[config.mk]
export PLATFORM = sky130hd
export DESIGN_NAME = keycode_cmd_flat
export DESIGN_NICKNAME = d
export VERILOG_FILES = /design/src/rtl/keycode_pkg.sv /design/src/rtl/keycode_cmd_if.sv /design/src/rtl/keycode_fifo.sv /design/src/rtl/keycode_cmd.sv /design/src/flat_wrapper.sv
export SDC_FILE = /design/constraint.sdc
export NUM_CORES = 1
export LEC_CHECK = 0
export BUFFER_PORTS_ARGS = -buffer_cell sky130_fd_sc_hd__buf_2
export CAP_MARGIN = 25
export CORE_UTILIZATION = 34
export DETAILED_ROUTE_END_ITERATION = 8
export MAX_ROUTING_LAYER = met4
export PLACE_DENSITY_LB_ADDON = 0.08
export SLEW_MARGIN = 30
export SYNTH_ARGS = -nofsm -noshare
export SYNTH_HDL_FRONTEND = slang
export SYNTH_SLANG_ARGS = --single-unit
export TNS_END_PERCENT = 1
[constraint.sdc]
create_clock -name Clk -period 3.11 [get_ports Clk]
set_clock_uncertainty 0.05 [all_clocks]
set_input_delay 0.7775 -clock Clk [delete_from_list [all_inputs] [get_ports Clk]]
set_output_delay 0.7775 -clock Clk [all_outputs]
set_load 0.005 [all_outputs]
[src/rtl/keycode_pkg.sv]
// Shared types and key constants for the W/A/S/D motion-command path.
// Maps HID usage codes onto queued move/stop events.
package keycode_pkg;

   typedef enum logic [1:0] {UP = 2'd0, DOWN = 2'd1, LEFT = 2'd2, RIGHT = 2'd3} dir_t;

   localparam logic [7:0] KEY_W    = 8'h1A;
   localparam logic [7:0] KEY_A    = 8'h04;
   localparam logic [7:0] KEY_S    = 8'h16;
   localparam logic [7:0] KEY_D    = 8'h07;
   localparam logic [7:0] KEY_NONE = 8'h00;

   typedef struct packed {
      logic stop;
      dir_t dir;
   } kev_t;

   typedef enum logic {IDLE = 1'b0, MOVE = 1'b1} state_t;

   function automatic logic key_is_event(input logic [7:0] code);
      return (code == KEY_W) || (code == KEY_A) || (code == KEY_S) ||
             (code == KEY_D) || (code == KEY_NONE);
   endfunction

   function automatic kev_t key_event(input logic [7:0] code);
      kev_t ev;
      ev.stop = 1'b0;
      ev.dir  = UP;
      case (code)
         KEY_S:    ev.dir  = DOWN;
         KEY_A:    ev.dir  = LEFT;
         KEY_D:    ev.dir  = RIGHT;
         KEY_NONE: ev.stop = 1'b1;
         default:  ;
      endcase
      return ev;
   endfunction

endpackage

[src/rtl/keycode_cmd_if.sv]
// Keycode/frame inputs and per-frame motion command outputs of keycode_cmd.
interface keycode_cmd_if #(parameter int FIFO_DEPTH = 4);
   logic [7:0]                  keycode;
   logic                        frame_clk;
   logic [1:0]                  cmd_dir;
   logic                        cmd_moving;
   logic                        cmd_valid;
   logic [$clog2(FIFO_DEPTH):0] pending;
   logic                        overflow;

   modport master (output keycode, frame_clk,
                   input  cmd_dir, cmd_moving, cmd_valid, pending, overflow);
   modport slave  (input  keycode, frame_clk,
                   output cmd_dir, cmd_moving, cmd_valid, pending, overflow);
endinterface

[src/rtl/keycode_fifo.sv]
// Small synchronous event FIFO; a pop frees a slot for a push in the same cycle.
module keycode_fifo
   import keycode_pkg::*;
#(
   parameter int DEPTH = 4,
   localparam int AW   = $clog2(DEPTH)
) (
   input  logic        clk,
   input  logic        rst,
   input  logic        push,
   input  logic        pop,
   input  kev_t        din,
   output kev_t        dout,
   output logic        full,
   output logic        empty,
   output logic [AW:0] count
);
   kev_t          mem [DEPTH];
   logic [AW-1:0] wr_ptr, rd_ptr;
   logic          do_push, do_pop;

   assign full    = (count == (AW+1)'(DEPTH));
   assign empty   = (count == '0);
   assign do_pop  = pop & ~empty;
   assign do_push = push & (~full | do_pop);
   assign dout    = mem[rd_ptr];

   always_ff @(posedge clk or posedge rst) begin
      if (rst) begin
         wr_ptr <= '0;
         rd_ptr <= '0;
         count  <= '0;
      end else begin
         if (do_push) wr_ptr <= wr_ptr + 1'b1;
         if (do_pop)  rd_ptr <= rd_ptr + 1'b1;
         count <= count + (AW+1)'(do_push) - (AW+1)'(do_pop);
      end
   end

   // Storage needs no reset; occupancy is tracked by the pointers.
   always_ff @(posedge clk) begin
      if (do_push) mem[wr_ptr] <= din;
   end
endmodule

[src/rtl/keycode_cmd.sv]
// Debounces the HID keycode, queues W/A/S/D/none changes as events and
// applies at most one event per video frame as a registered motion command.
module keycode_cmd
   import keycode_pkg::*;
#(
   parameter int STABLE_CYCLES = 1024,
   parameter int FIFO_DEPTH    = 4
) (
   input  logic          Clk,
   input  logic          Reset,
   keycode_cmd_if.slave  bus
);
   localparam int          AW      = $clog2(FIFO_DEPTH);
   localparam logic [15:0] CNT_MAX = 16'(STABLE_CYCLES - 1);

   logic [7:0]  cand, accepted;
   logic [15:0] cnt;
   logic        fire, push, pop, tick;
   logic        s1, s2, s3;
   logic        full, empty;
   logic [AW:0] count;
   kev_t        ev_in, ev_out;
   state_t      state_q, state_d;
   dir_t        dir_q, dir_d;
   logic        valid_q, ovf_q;

   // A code counts as settled once it has held for STABLE_CYCLES samples;
   // comparing against accepted makes each change fire exactly once.
   assign fire  = (cnt == CNT_MAX) && (cand != accepted);
   assign push  = fire & key_is_event(cand);
   assign ev_in = key_event(cand);

   always_ff @(posedge Clk or posedge Reset) begin
      if (Reset) begin
         cand     <= KEY_NONE;
         accepted <= KEY_NONE;
         cnt      <= '0;
      end else begin
         if (bus.keycode != cand) begin
            cand <= bus.keycode;
            cnt  <= '0;
         end else if (cnt != CNT_MAX) begin
            cnt <= cnt + 16'd1;
         end
         if (fire) accepted <= cand;
      end
   end

   // Chain resets to the vs idle level so reset release cannot look like a rise.
   always_ff @(posedge Clk or posedge Reset) begin
      if (Reset) begin
         s1 <= 1'b1;
         s2 <= 1'b1;
         s3 <= 1'b1;
      end else begin
         s1 <= bus.frame_clk;
         s2 <= s1;
         s3 <= s2;
      end
   end

   assign tick = s2 & ~s3;
   assign pop  = tick & ~empty;

   keycode_fifo #(.DEPTH(FIFO_DEPTH)) u_fifo (
      .clk   (Clk),
      .rst   (Reset),
      .push  (push),
      .pop   (pop),
      .din   (ev_in),
      .dout  (ev_out),
      .full  (full),
      .empty (empty),
      .count (count)
   );

   always_comb begin
      state_d = state_q;
      dir_d   = dir_q;
      if (pop) begin
         if (ev_out.stop) begin
            state_d = IDLE;
         end else begin
            state_d = MOVE;
            dir_d   = ev_out.dir;
         end
      end
   end

   always_ff @(posedge Clk or posedge Reset) begin
      if (Reset) begin
         state_q <= IDLE;
         dir_q   <= UP;
         valid_q <= 1'b0;
         ovf_q   <= 1'b0;
      end else begin
         state_q <= state_d;
         dir_q   <= dir_d;
         valid_q <= tick;
         if (push & full & ~pop) ovf_q <= 1'b1;
      end
   end

   assign bus.cmd_dir    = dir_q;
   assign bus.cmd_moving = (state_q == MOVE);
   assign bus.cmd_valid  = valid_q;
   assign bus.pending    = count;
   assign bus.overflow   = ovf_q;
endmodule

[src/flat_wrapper.sv]
// flat-port wrapper written by rule: the top's interface ports become plain ports
module keycode_cmd_flat import keycode_pkg::*;
#(
   parameter int STABLE_CYCLES = 1024,
   parameter int FIFO_DEPTH    = 4
)
  (Clk, Reset, bus_keycode, bus_frame_clk, bus_cmd_dir, bus_cmd_moving, bus_cmd_valid, bus_pending, bus_overflow);
  keycode_cmd_if #(.FIFO_DEPTH(FIFO_DEPTH)) bus_i ();
  input  logic Clk;
  input  logic Reset;
  input wire logic [$bits(bus_i.keycode)-1:0] bus_keycode;
  input wire logic [$bits(bus_i.frame_clk)-1:0] bus_frame_clk;
  output wire logic [$bits(bus_i.cmd_dir)-1:0] bus_cmd_dir;
  output wire logic [$bits(bus_i.cmd_moving)-1:0] bus_cmd_moving;
  output wire logic [$bits(bus_i.cmd_valid)-1:0] bus_cmd_valid;
  output wire logic [$bits(bus_i.pending)-1:0] bus_pending;
  output wire logic [$bits(bus_i.overflow)-1:0] bus_overflow;
  assign bus_i.keycode = bus_keycode;
  assign bus_i.frame_clk = bus_frame_clk;
  assign bus_cmd_dir = bus_i.cmd_dir;
  assign bus_cmd_moving = bus_i.cmd_moving;
  assign bus_cmd_valid = bus_i.cmd_valid;
  assign bus_pending = bus_i.pending;
  assign bus_overflow = bus_i.overflow;
  keycode_cmd #(.STABLE_CYCLES(STABLE_CYCLES), .FIFO_DEPTH(FIFO_DEPTH)) u_core (.Clk(Clk), .Reset(Reset), .bus(bus_i));
endmodule
Word level (Yosys, flattened, before mapping)
Memories as Yosys holds them, arrays and structs flattened.
Index checks and enable logic that the tools add are counted.
{"block": "op_classes", "bitwise_logic": 13, "reduce_logical": 9, "n_eq_ne": 9, "mux": 7, "n_addsub": 5}
{"operator": "16-bit two-way mux", "count": 2}
{"operator": "16-bit by 1-bit adder with 16-bit output, second input constant", "count": 1}
{"operator": "16-bit by 10-bit == test with 1-bit output, second input constant", "count": 1}
{"operator": "8-bit by 3-bit == test with 1-bit output, second input constant", "count": 2}
{"operator": "8-bit by 5-bit == test with 1-bit output, second input constant", "count": 2}
{"operator": "16-bit by 10-bit != test with 1-bit output, second input constant", "count": 1}
{"operator": "8-bit != test", "count": 2}
{"operator": "8-bit logical NOT", "count": 1}
{"operator": "1-bit bitwise AND", "count": 7}
{"operator": "2-bit case mux with 3 select lines", "count": 1}
{"operator": "1-bit NOT", "count": 5}
{"operator": "2-bit by 1-bit adder with 2-bit output, second input constant", "count": 2}
{"operator": "1-bit logical OR", "count": 4}
{"operator": "1-bit two-way mux", "count": 4}
{"operator": "3-bit by 1-bit adder with 3-bit output", "count": 1}
{"operator": "3-bit == test, second input constant", "count": 1}
{"operator": "3-bit logical NOT", "count": 1}
{"operator": "3-bit by 1-bit subtractor with 3-bit output", "count": 1}
{"operator": "2-bit AND reduction", "count": 1}
{"operator": "2-bit nonzero test", "count": 1}
{"operator": "1-bit logical AND", "count": 1}
{"operator": "1-bit OR", "count": 1}
{"block": "totals", "regBits": 47, "ramBits": 12, "word_cells": 57, "memories": 1, "input_bits": 11}
{"memory": "u_core.u_fifo.mem", "words": 4, "word_bits": 3, "read_ports": 1, "rd_ports_with_merged_regs": 0, "wr": 1, "line_no": "keycode_fifo.sv:18", "source": "kev_t mem [DEPTH];"}

Depth between registers and ports, before layout
Gate-level depths: netlist of run 1.
{"block": "depth", "word_depth": 9, "ltp_mapped": 13}

By module
From an unflattened synthesis of run 1, not the netlist that was laid out.
{"block": "unflattened", "cells_unflattened": 235, "hier_area_um2": 2856.5}
{"mod": "keycode_cmd", "area_each_um2": 1991.9, "cells_per_inst": 183, "seq_area_each_um2": 1004.7, "instances": 1}
{"mod": "keycode_fifo", "area_each_um2": 864.6, "cells_per_inst": 52, "seq_area_each_um2": 535.5, "instances": 1}

Worst setup path before layout of run 1
No wires, ideal clock.
{"block": "synth_timing", "path_type": "register -> register", "startpoint": "register u_core.cnt[0]", "endpoint": "register u_core.u_fifo.count[2]", "slack_ns": 0.288, "setup_time_ns": 0.123, "synth_period_minus_slack_ns": 2.822, "path_buffers": 1, "arrival_time_ns": 2.650, "path_stages_with_launch": 14, "path_cell_list": "dfrtp_1 > ha_1 > and3_1 > nand4b_4 > a21oi_4 > and4b_1 > buf_6 > inv_1 > ha_1 > inv_1 > ha_1 > inv_1 > fa_1 > xnor2_1"}
{"block": "synth_between", "elab_chain_len": 6}
{"element": "from (decl)", "line_no": "keycode_cmd.sv:17", "source": "logic [15:0] cnt;"}
{"element": "from (signal assigned)", "line_no": "keycode_cmd.sv:43", "source": "cnt <= cnt + 16'd1;"}
{"element": "16-bit by 10-bit == test with 1-bit output", "line_no": "keycode_cmd.sv:29", "source": "assign fire = (cnt == CNT_MAX) && (cand != accepted);"}
{"element": "1-bit logical AND", "line_no": "keycode_cmd.sv:29"}
{"element": "1-bit bitwise AND", "line_no": "keycode_cmd.sv:30", "source": "assign push = fire & key_is_event(cand);"}
{"element": "1-bit bitwise AND", "line_no": "keycode_fifo.sv:25", "source": "assign do_push = push & (~full | do_pop);"}
{"element": "3-bit by 1-bit adder with 3-bit output", "line_no": "keycode_fifo.sv:36", "source": "count <= count + (AW+1)'(do_push) - (AW+1)'(do_pop);"}
{"element": "3-bit by 1-bit subtractor with 3-bit output", "line_no": "keycode_fifo.sv:36"}
{"element": "to (signal assigned)", "line_no": "keycode_fifo.sv:36"}
{"element": "to (decl)", "line_no": "keycode_fifo.sv:16", "source": "output logic [AW:0] count"}
Every way passes these cells.
A chain may end at the register's enable or synchronous reset.

Worst setup path after layout of run 1
Ends and elaborated chain as after synthesis.

==> load_flow_metrics.sql, run 1 <==
INSERT INTO impl_metrics (metric_group, metric, value, unit) VALUES
('outcome', 'run_status', 'finished, final reports clean', ''),
('run', 'maxCapViolCount', '0', ''),
('die', 'chipHeight', '92.39', 'um'),
('synth', 'synth.avg_cell_area', '12.63', 'um^2'),
('timing', 'final.min_clock_period', '2.784', 'ns'),
('worst_setup_path', 'timing.rr.start', 'u_core.cnt[0]', ''),
('timing', 'worst_slew_pin_slew', '0.7110', 'ns'),
('die', 'io_pins', '19', ''),
('place', 'detailed_place.area', '2953', 'um^2'),
('worst_setup_path', 'critical_path.startpoint_type', 'flip-flop', ''),
('synth', 'mappedNetlistArea', '2778', 'um^2'),
('worst_setup_path', 'worstRegToRegCells', '12', ''),
('final_layout', 'post-route-util', '0.3992', ''),
('detailed_routing', 'via_count', '1611', ''),
('synth', 'syn_inst', '220', ''),
('worst_setup_path', 'arrival', '2.95', 'ns'),
('clocking', 'root_buffer', 'clkbuf_8', ''),
('worst_setup_path', 'worst-path-max-fanout', '8', ''),
('place', 'preCtsSetupSlack', '0.3270', 'ns'),
('timing', 'max_slew_margin', '0.5193', ''),
('die', 'floorplan.initialDensity', '0.3558', ''),
('timing', 'report.final.hold_viol_count', '0', ''),
('final_layout', 'finish.instance_area', '3117', 'um^2'),
('worst_hold_path', 'hold_class', 'flip-flop to flip-flop', ''),
('synth', 'synth.yosys.warnings', '0', ''),
('final_layout', 'final_layout_size_suffix_gt1_frac', '0.2469', ''),
('timing', 'report.final.setup_viol', '0', ''),
('final_layout', 'most_common_library_cell_in_the_layout_ignoring_fill_and_taps', 'dfrtp_1', ''),
('final_layout', 'num-nets-final', '257', ''),
('die', 'placementRows', '32', ''),
('clocking', 'ctsLongestPathBuffers', '2', ''),
('clocking', 'number_of_clock_sinks', '59', ''),
('power', 'power_per_cell_area', '467.0', 'nW/um^2'),
('clocking', 'post-cts-setup-buffers', '0', ''),
('synth', 'unique_cell_type_count_in_the_yosys_netlist', '43', ''),
('final_layout', 'n_fill_cell', '767', ''),
('detailed_routing', 'drt_first_iter_violations', '48', ''),
('worst_setup_path', 'cp-end-kind', 'flip-flop', ''),
('worst_setup_path', 'crit_required', '3.28', 'ns'),
('final_layout', 'synthToLayoutAreaGrowth', '12.21', '%'),
('worst_hold_path', 'worst_hold_path.num_cells', '0', ''),
('detailed_routing', 'detail_route.wirelength', '4823', 'um'),
('power', 'p_leak', '1.363', 'nW'),
('timing', 'slew_violations', '0', ''),
('worst_hold_path', 'min_to', 'u_core.s2', ''),
('timing', 'setup_total_negative_slack', '0', 'ns'),
('timing', 'final_worst_hold_slack', '0.3086', 'ns'),
('final_layout', 'final_cell_mix', '44 x dfrtp_1, 23 x xor2_1, 18 x nor2_1, 18 x buf_2, 12 x edfxtp_1', ''),
('place', 'dp_cells', '329', ''),
('grt', 'track_usage', '0.1383', ''),
('synth', 'yosysSeqAreaShare', '0.5545', ''),
('synth', 'synth-edff-count', '12', ''),
('detailed_routing', 'routed_via_density', '4.670', ''),
('worst_hold_path', 'min_delay_startpoint', 'u_core.s1', ''),
('detailed_routing', 'antenna_violating_nets_post_route', '0', ''),
('detailed_routing', 'detail_route.drc_violations', '0', ''),
('place', 'dp_wirelength', '3362', 'um'),
('clocking', 'hold_buffers', '0', ''),
('place', 'gpl.final_weighted_congestion', '0.7111', ''),
('timing', 'period_share', '0.8953', ''),
('die', 'fp.dieArea', '8535', 'um^2'),
('clocking', 'tritoncts', 'done', ''),
('clocking', 'cts_resized', '0', ''),
('die', 'die_x', '92.39', 'um'),
('grt', 'initial_antenna_violation_count', '0', ''),
('grt', 'grt_first_pass_wirelength', '8528', 'um'),
('clocking', 'clkSlewWorstSetupHoldPaths', '0.07', 'ns'),
('timing', 'fin_ws', '0.3257', 'ns'),
('clocking', 'insertion_delay_to_the_later_sink_of_the_worst_skew_pair', '0.33', 'ns'),
('synth', 'synth-seq-cells', '59', ''),
('clocking', 'cts_made_buffers', '9', '');
-- per-layer routing --
layer	GRT usage	wire length, um	up-vias
li1	-	-	796
met1	0.1835	2462	768
met2	0.1901	2062	37
met3	0.04680	206	10
met4	0.06250	91	0
met5	-	0	-
-- cell usage after synthesis (all sizes together), types with 7 or more instances --
cell	number	area, um^2
and3	7	43.79
inv	8	30.03
nor4	7	80.07
dfrtp	44	1101
mux2	11	127.6
xor2	23	201.4
xnor2	11	96.34
nand3	8	40.04
nor2	18	67.56
edfxtp	12	360.4
ha	7	87.58
clkbuf	10	37.54
-- power by group --
group          internal (mW)  total (mW)  switching (mW)
combinational         0.0204      0.0501          0.0297
clock                  0.308       0.598           0.290
sequential             0.796       0.808          0.0115
total                   1.12        1.46           0.331
-- final cells by class --
class / instances / area (um^2) / share of cell area
flip-flops and latches: 59 / 1540 / 0.4942
inverters: 8 / 30.03 / 0.009635
repair buffers: 23 / 127.6 / 0.04095
clock buffers: 13 / 148.9 / 0.04777
multi-input cells: 137 / 1127 / 0.3617
clock inverters: 3 / 15.01 / 0.004817
well taps: 102 / 127.6 / 0.04095
-- kinds of logic (layout without fill, tap and decap cells) --
group                    count (synthesis)  after routing  share of synthesized area
multiplexers                            15             15                    0.07387
flip-flops                              59             59                     0.5545
buffers and inverters                   24             47                    0.03964
AND/OR/NAND/NOR                         69             69                     0.1545
adder cells (fa/ha/maj)                  8              8                    0.03874
AO/OA/AOI/OAI                           11             11                    0.03153
XOR/XNOR                                34             34                     0.1072
-- worst max path at each step --
stage                             start  slack [ns]  cells after the start                      to
final                     u_core.cnt[0]        0.33                     12  u_core.u_fifo.count[2]
after detailed placement  u_core.cnt[0]        0.33                     12  u_core.u_fifo.count[2]
after global routing      u_core.cnt[0]         0.1                     12  u_core.u_fifo.count[2]
after CTS                 u_core.cnt[0]        0.31                     12  u_core.u_fifo.count[2]
after global placement    u_core.cnt[0]        0.40                     12  u_core.u_fifo.count[2]
after floorplan           u_core.cnt[0]        0.29                     13  u_core.u_fifo.count[2]
-- worst max-delay path, cell delays in order, from the launching register on --
cell	delay, ns
dfrtp_1	0.41
ha_1	0.22
and3_1	0.30
nand4b_4	0.22
a21oi_4	0.17
and4b_1	0.24
inv_1	0.05
ha_1	0.28
inv_1	0.05
ha_1	0.13
inv_1	0.05
fa_1	0.37
xnor2_1	0.14
-- registers in the layout, summed over array words and instances (netlist names), 2 cells and up --
register              count
u_core.cnt               16
u_core.u_fifo.rd_ptr      2
u_core.bus.cmd_dir        2
u_core.u_fifo.mem        12
u_core.u_fifo.wr_ptr      2
u_core.accepted           8
u_core.u_fifo.count       3
u_core.cand               8
Note: power is estimated with default switching activity, not from simulation.
==> inputs of run 2 (changes only) <==
--- a/config.mk
+++ b/config.mk
@@ -11,8 +11,9 @@
 export DETAILED_ROUTE_END_ITERATION = 8
 export MAX_ROUTING_LAYER = met4
 export PLACE_DENSITY_LB_ADDON = 0.08
-export SLEW_MARGIN = 30
+export SLEW_MARGIN = 20
 export SYNTH_ARGS = -nofsm -noshare
 export SYNTH_HDL_FRONTEND = slang
+export SYNTH_HIERARCHICAL = 1
 export SYNTH_SLANG_ARGS = --single-unit
 export TNS_END_PERCENT = 1
==> run 2 against run 1 <==
Compared with the run above:
- final area is 4.7% higher
- worst hold slack worse by 0.0022 ns
- flip-flop and latch count is the same
- sequential power about the same
- die area rose by 2.8%
- setup slack worse by 0.039 ns
- global-route usage grew 0.57 points
- critical path type unchanged
- largest power group unchanged
- fmax is 1.4% lower
- critical path depth is 2 lower
- combinational power is 6.8% lower
- non-clock buffer count is 2 higher
- critical endpoint is now u_core/u_fifo/count[2]
==> load_flow_metrics.sql, run 2 <==
INSERT INTO impl_metrics (metric_group, metric, value, unit) VALUES
('timing', 'final_worst_hold_slack', '0.3064', 'ns'),
('synth', 'synthXorXnorAreaFrac', '0.09198', ''),
('die', 'core_region_area', '8175', 'um^2'),
('synth', 'yosysSeqAreaShare', '0.5392', ''),
('detailed_routing', 'wl_met1', '2566', 'um'),
('worst_setup_path', 'cp-end-kind', 'flip-flop', ''),
('synth', 'synth-edff-count', '12', ''),
('worst_setup_path', 'crit_required', '3.28', 'ns'),
('die', 'chipHeight', '93.66', 'um'),
('synth', 'synth_compound_gate_area_share', '0.05256', ''),
('place', 'place.port_buffers', '18', ''),
('final_layout', 'finish.instance_area', '3264', 'um^2'),
('synth', 'mappedNetlistArea', '2856', 'um^2'),
('grt', 'grt_first_pass_wirelength', '8949', 'um'),
('detailed_routing', 'wl_per_cell', '13.88', 'um'),
('worst_setup_path', 'worstSetupPathType', 'flip-flop to flip-flop', ''),
('final_layout', 'final_layout_size_suffix_gt1_frac', '0.2703', ''),
('synth', 'postSynth.topFlopCell', 'dfrtp_1', ''),
('synth', 'syn_inst', '235', ''),
('final_layout', 'regMostFlops', 'u_core/cnt', ''),
('grt', 'grt_remaining_overflow', '0', ''),
('detailed_routing', 'antenna_violating_nets_post_route', '0', ''),
('worst_setup_path', 'arrival', '2.99', 'ns'),
('final_layout', 'register_area', '1540', 'um^2'),
('clocking', 'ctsLongestPathBuffers', '2', ''),
('synth', 'synth.top_cells.by_count', '44 x dfrtp_1, 18 x xnor2_1, 16 x nor2_1', ''),
('clocking', 'root_buffer', 'clkbuf_8', ''),
('grt', 'track_usage', '0.1440', ''),
('grt', 'initial_antenna_violation_count', '0', ''),
('timing', 'setup_total_negative_slack', '0', 'ns'),
('detailed_routing', 'detail_route.drc_violations', '0', ''),
('final_layout', 'n_fill_cell', '806', ''),
('detailed_routing', 'via_count', '1708', ''),
('synth', 'synth.mux.area_fraction', '0.07534', ''),
('final_layout', 'synthToLayoutAreaGrowth', '14.28', '%'),
('clocking', 'hold_buffers', '0', ''),
('place', 'gpl.final_weighted_congestion', '0.7417', ''),
('synth', 'main_combinational_cell_family_by_area_after_synthesis', 'simple AND/OR/NAND/NOR gates', ''),
('final_layout', 'num-nets-final', '272', ''),
('timing', 'report.final.hold_viol_count', '0', ''),
('power', 'p_leak', '1.323', 'nW'),
('run', 'maxCapViolCount', '0', ''),
('final_layout', 'most_common_library_cell_in_the_layout_ignoring_fill_and_taps', 'dfrtp_1', ''),
('timing', 'report.final.setup_viol', '0', ''),
('die', 'placementRows', '33', ''),
('die', 'io_pins', '19', ''),
('timing', 'slew_violations', '0', ''),
('clocking', 'cts_made_buffers', '9', ''),
('detailed_routing', 'detail_route.wirelength', '5053', 'um'),
('timing', 'period_share', '0.9079', ''),
('final_layout', 'post-route-util', '0.3993', ''),
('power', 'power_per_cell_area', '491.3', 'nW/um^2'),
('timing', 'fmax', '0.3542', 'GHz'),
('final_layout', 'n_antenna_cell', '0', ''),
('power', 'max_rail_drop_vdd', '0.1880', 'mV'),
('worst_hold_path', 'hold_class', 'flip-flop to flip-flop', ''),
('grt', 'vias_in_the_first_global_route', '1814', ''),
('worst_setup_path', 'worst-path-max-fanout', '2', ''),
('worst_setup_path', 'critical_path.startpoint_type', 'flip-flop', ''),
('outcome', 'run_status', 'finished, final reports clean', ''),
('die', 'die_x', '93.66', 'um'),
('synth', 'yosys-top-cells-area', 'dfrtp_1 39%, edfxtp_1 13%, xnor2_1 5.5%', ''),
('detailed_routing', 'detailedRoute.firstPassIterationCount', '4', ''),
('synth', 'yosys.area_share.simple', '0.1664', ''),
('synth', 'synth.avg_cell_area', '12.16', 'um^2'),
('synth', 'synth_area_leader_cell', 'dfrtp_1', ''),
('timing', 'max_slew_margin', '0.5891', ''),
('die', 'floorplan.initialDensity', '0.3494', ''),
('timing', 'rsz0062_at_grt', 'no', ''),
('final_layout', 'largest_register_ffs', '16', ''),
('die', 'fp.dieArea', '8772', 'um^2'),
('detailed_routing', 'drt_first_iter_violations', '30', ''),
('synth', 'yosys.area.top_type_share', '0.3855', ''),
('final_layout', 'largest_registers', 'u_core/cnt x16, u_core/u_fifo/mem x12', ''),
('clocking', 'htreeDepth', '3', ''),
('synth', 'synth-seq-cells', '59', ''),
('place', 'detailed_place.area', '3050', 'um^2'),
('place', 'dp_wirelength', '3712', 'um'),
('detailed_routing', 'met3RoutedLength', '123', 'um'),
('clocking', 'insertion_delay_to_the_later_sink_of_the_worst_skew_pair', '0.34', 'ns'),
('timing', 'final.min_clock_period', '2.824', 'ns'),
('clocking', 'number_of_clock_sinks', '59', ''),
('synth', 'synthAdderAreaFrac', '0.03329', ''),
('synth', 'synth_nets', '253', ''),
('detailed_routing', 'routed_via_density', '4.692', ''),
('final_layout', 'final_cell_mix', '44 x dfrtp_1, 18 x buf_2, 18 x xnor2_1, 16 x nor2_1', ''),
('synth', 'synth.yosys.warnings', '6', ''),
('clocking', 'clkSlewWorstSetupHoldPaths', '0.07', 'ns'),
('final_layout', 'multi_input_comb_area', '1204', 'um^2'),
('grt', 'grt_start_max_net_pins', '18', ''),
('detailed_routing', 'met2_wirelength', '2250', 'um'),
('synth', 'unique_cell_type_count_in_the_yosys_netlist', '50', ''),
('synth', 'postSynth.asyncResetShare', '0.7966', ''),
('synth', 'synthMostInstantiatedCell', 'dfrtp_1', ''),
('timing', 'worst_slew_pin_slew', '0.6149', 'ns'),
('detailed_routing', 'top_layer_used', 'met4', ''),
('clocking', 'tritoncts', 'done', '');
-- run 2: cell count changes after synthesis, sizes merged, moves of 3 or more --
cell	change
and3	-3
buf	-3
clkbuf	+4
nand3	-5
nand4	+4
nor3	+6
o31ai	+3
or3	+3
or4	+4
xnor2	+7
xor2	-11
-- run 2: critical path, stage by stage (launching register included) --
cell and delay (ns):
dfrtp_1 0.38, or4_4 0.55, nor4_4 0.18, o21ai_2 0.11, nor3_2 0.22, or2_1 0.17, a21bo_1 0.21, ha_1 0.18
fa_1 0.37, xnor2_1 0.14, xnor2_1 0.13
-- run 2: layer usage --
metal / vias up / GRT usage
li1: 863 / -
met4: 0 / 0.08846
met2: 22 / 0.2065
met3: 11 / 0.03398
met5: - / -
met1: 812 / 0.1842
-- run 2: final timing paths --
check / to / start / slack [ns] / cells past startpoint
worst max register to register: u_core/u_fifo/count[2] / u_core/cnt[10] / 0.29 / 10
min in group asynchronous: u_core/u_fifo/wr_ptr[1] / Reset / 0.35 / 2
worst min register to register: u_core/s2 / u_core/s1 / 0.31 / 0
worst max-delay path: u_core/u_fifo/count[2] / u_core/cnt[10] / 0.29 / 10
worst min-delay path: u_core/s2 / u_core/s1 / 0.31 / 0
max in group asynchronous: u_core/accepted[6] / Reset / 2.07 / 3
-- run 2: final cells by class --
class / instances / share of cell area
flip-flops and latches: 59 / 0.4718
multi-input cells: 149 / 0.3687
repair buffers: 25 / 0.04369
clock buffers: 11 / 0.04025
well taps: 105 / 0.04025
clock inverters: 5 / 0.02376
inverters: 10 / 0.01150
-- run 2: kinds of logic (layout without fill, tap and decap cells) --
logic type,count (synthesis),count (layout)
buffers and inverters,27,51
adder cells (fa/ha/maj),7,7
AND/OR/NAND/NOR,77,77
AO/OA/AOI/OAI,19,19
multiplexers,16,16
XOR/XNOR,30,30
flip-flops,59,59
-- run 2: what timing repair did --
item,CTS,global route
gates resized for setup,0,1
endpoints found under the setup margin,0,1
buffers inserted,0,0
-- run 2: power breakdown --
| part | internal (mW) | leakage, nW | switching [mW] |
|---|---|---|---|
| clock network | 0.449 | 0.103 | 0.300 |
| logic | 0.0192 | 0.510 | 0.0274 |
| registers | 0.796 | 0.710 | 0.0125 |
-- run 2: per-stage QoR --
stage / std cells / total power, mW / setup slack (ns)
floorplan: 235 / 0.8539 / 0.1638
CTS: 364 / 1.635 / 0.1928
detailed placement: 348 / 0.8727 / 0.2110
finish: 364 / 1.604 / 0.2864
global placement: 348 / 0.8724 / 0.2846
global route: 364 / 1.683 / 0.06559
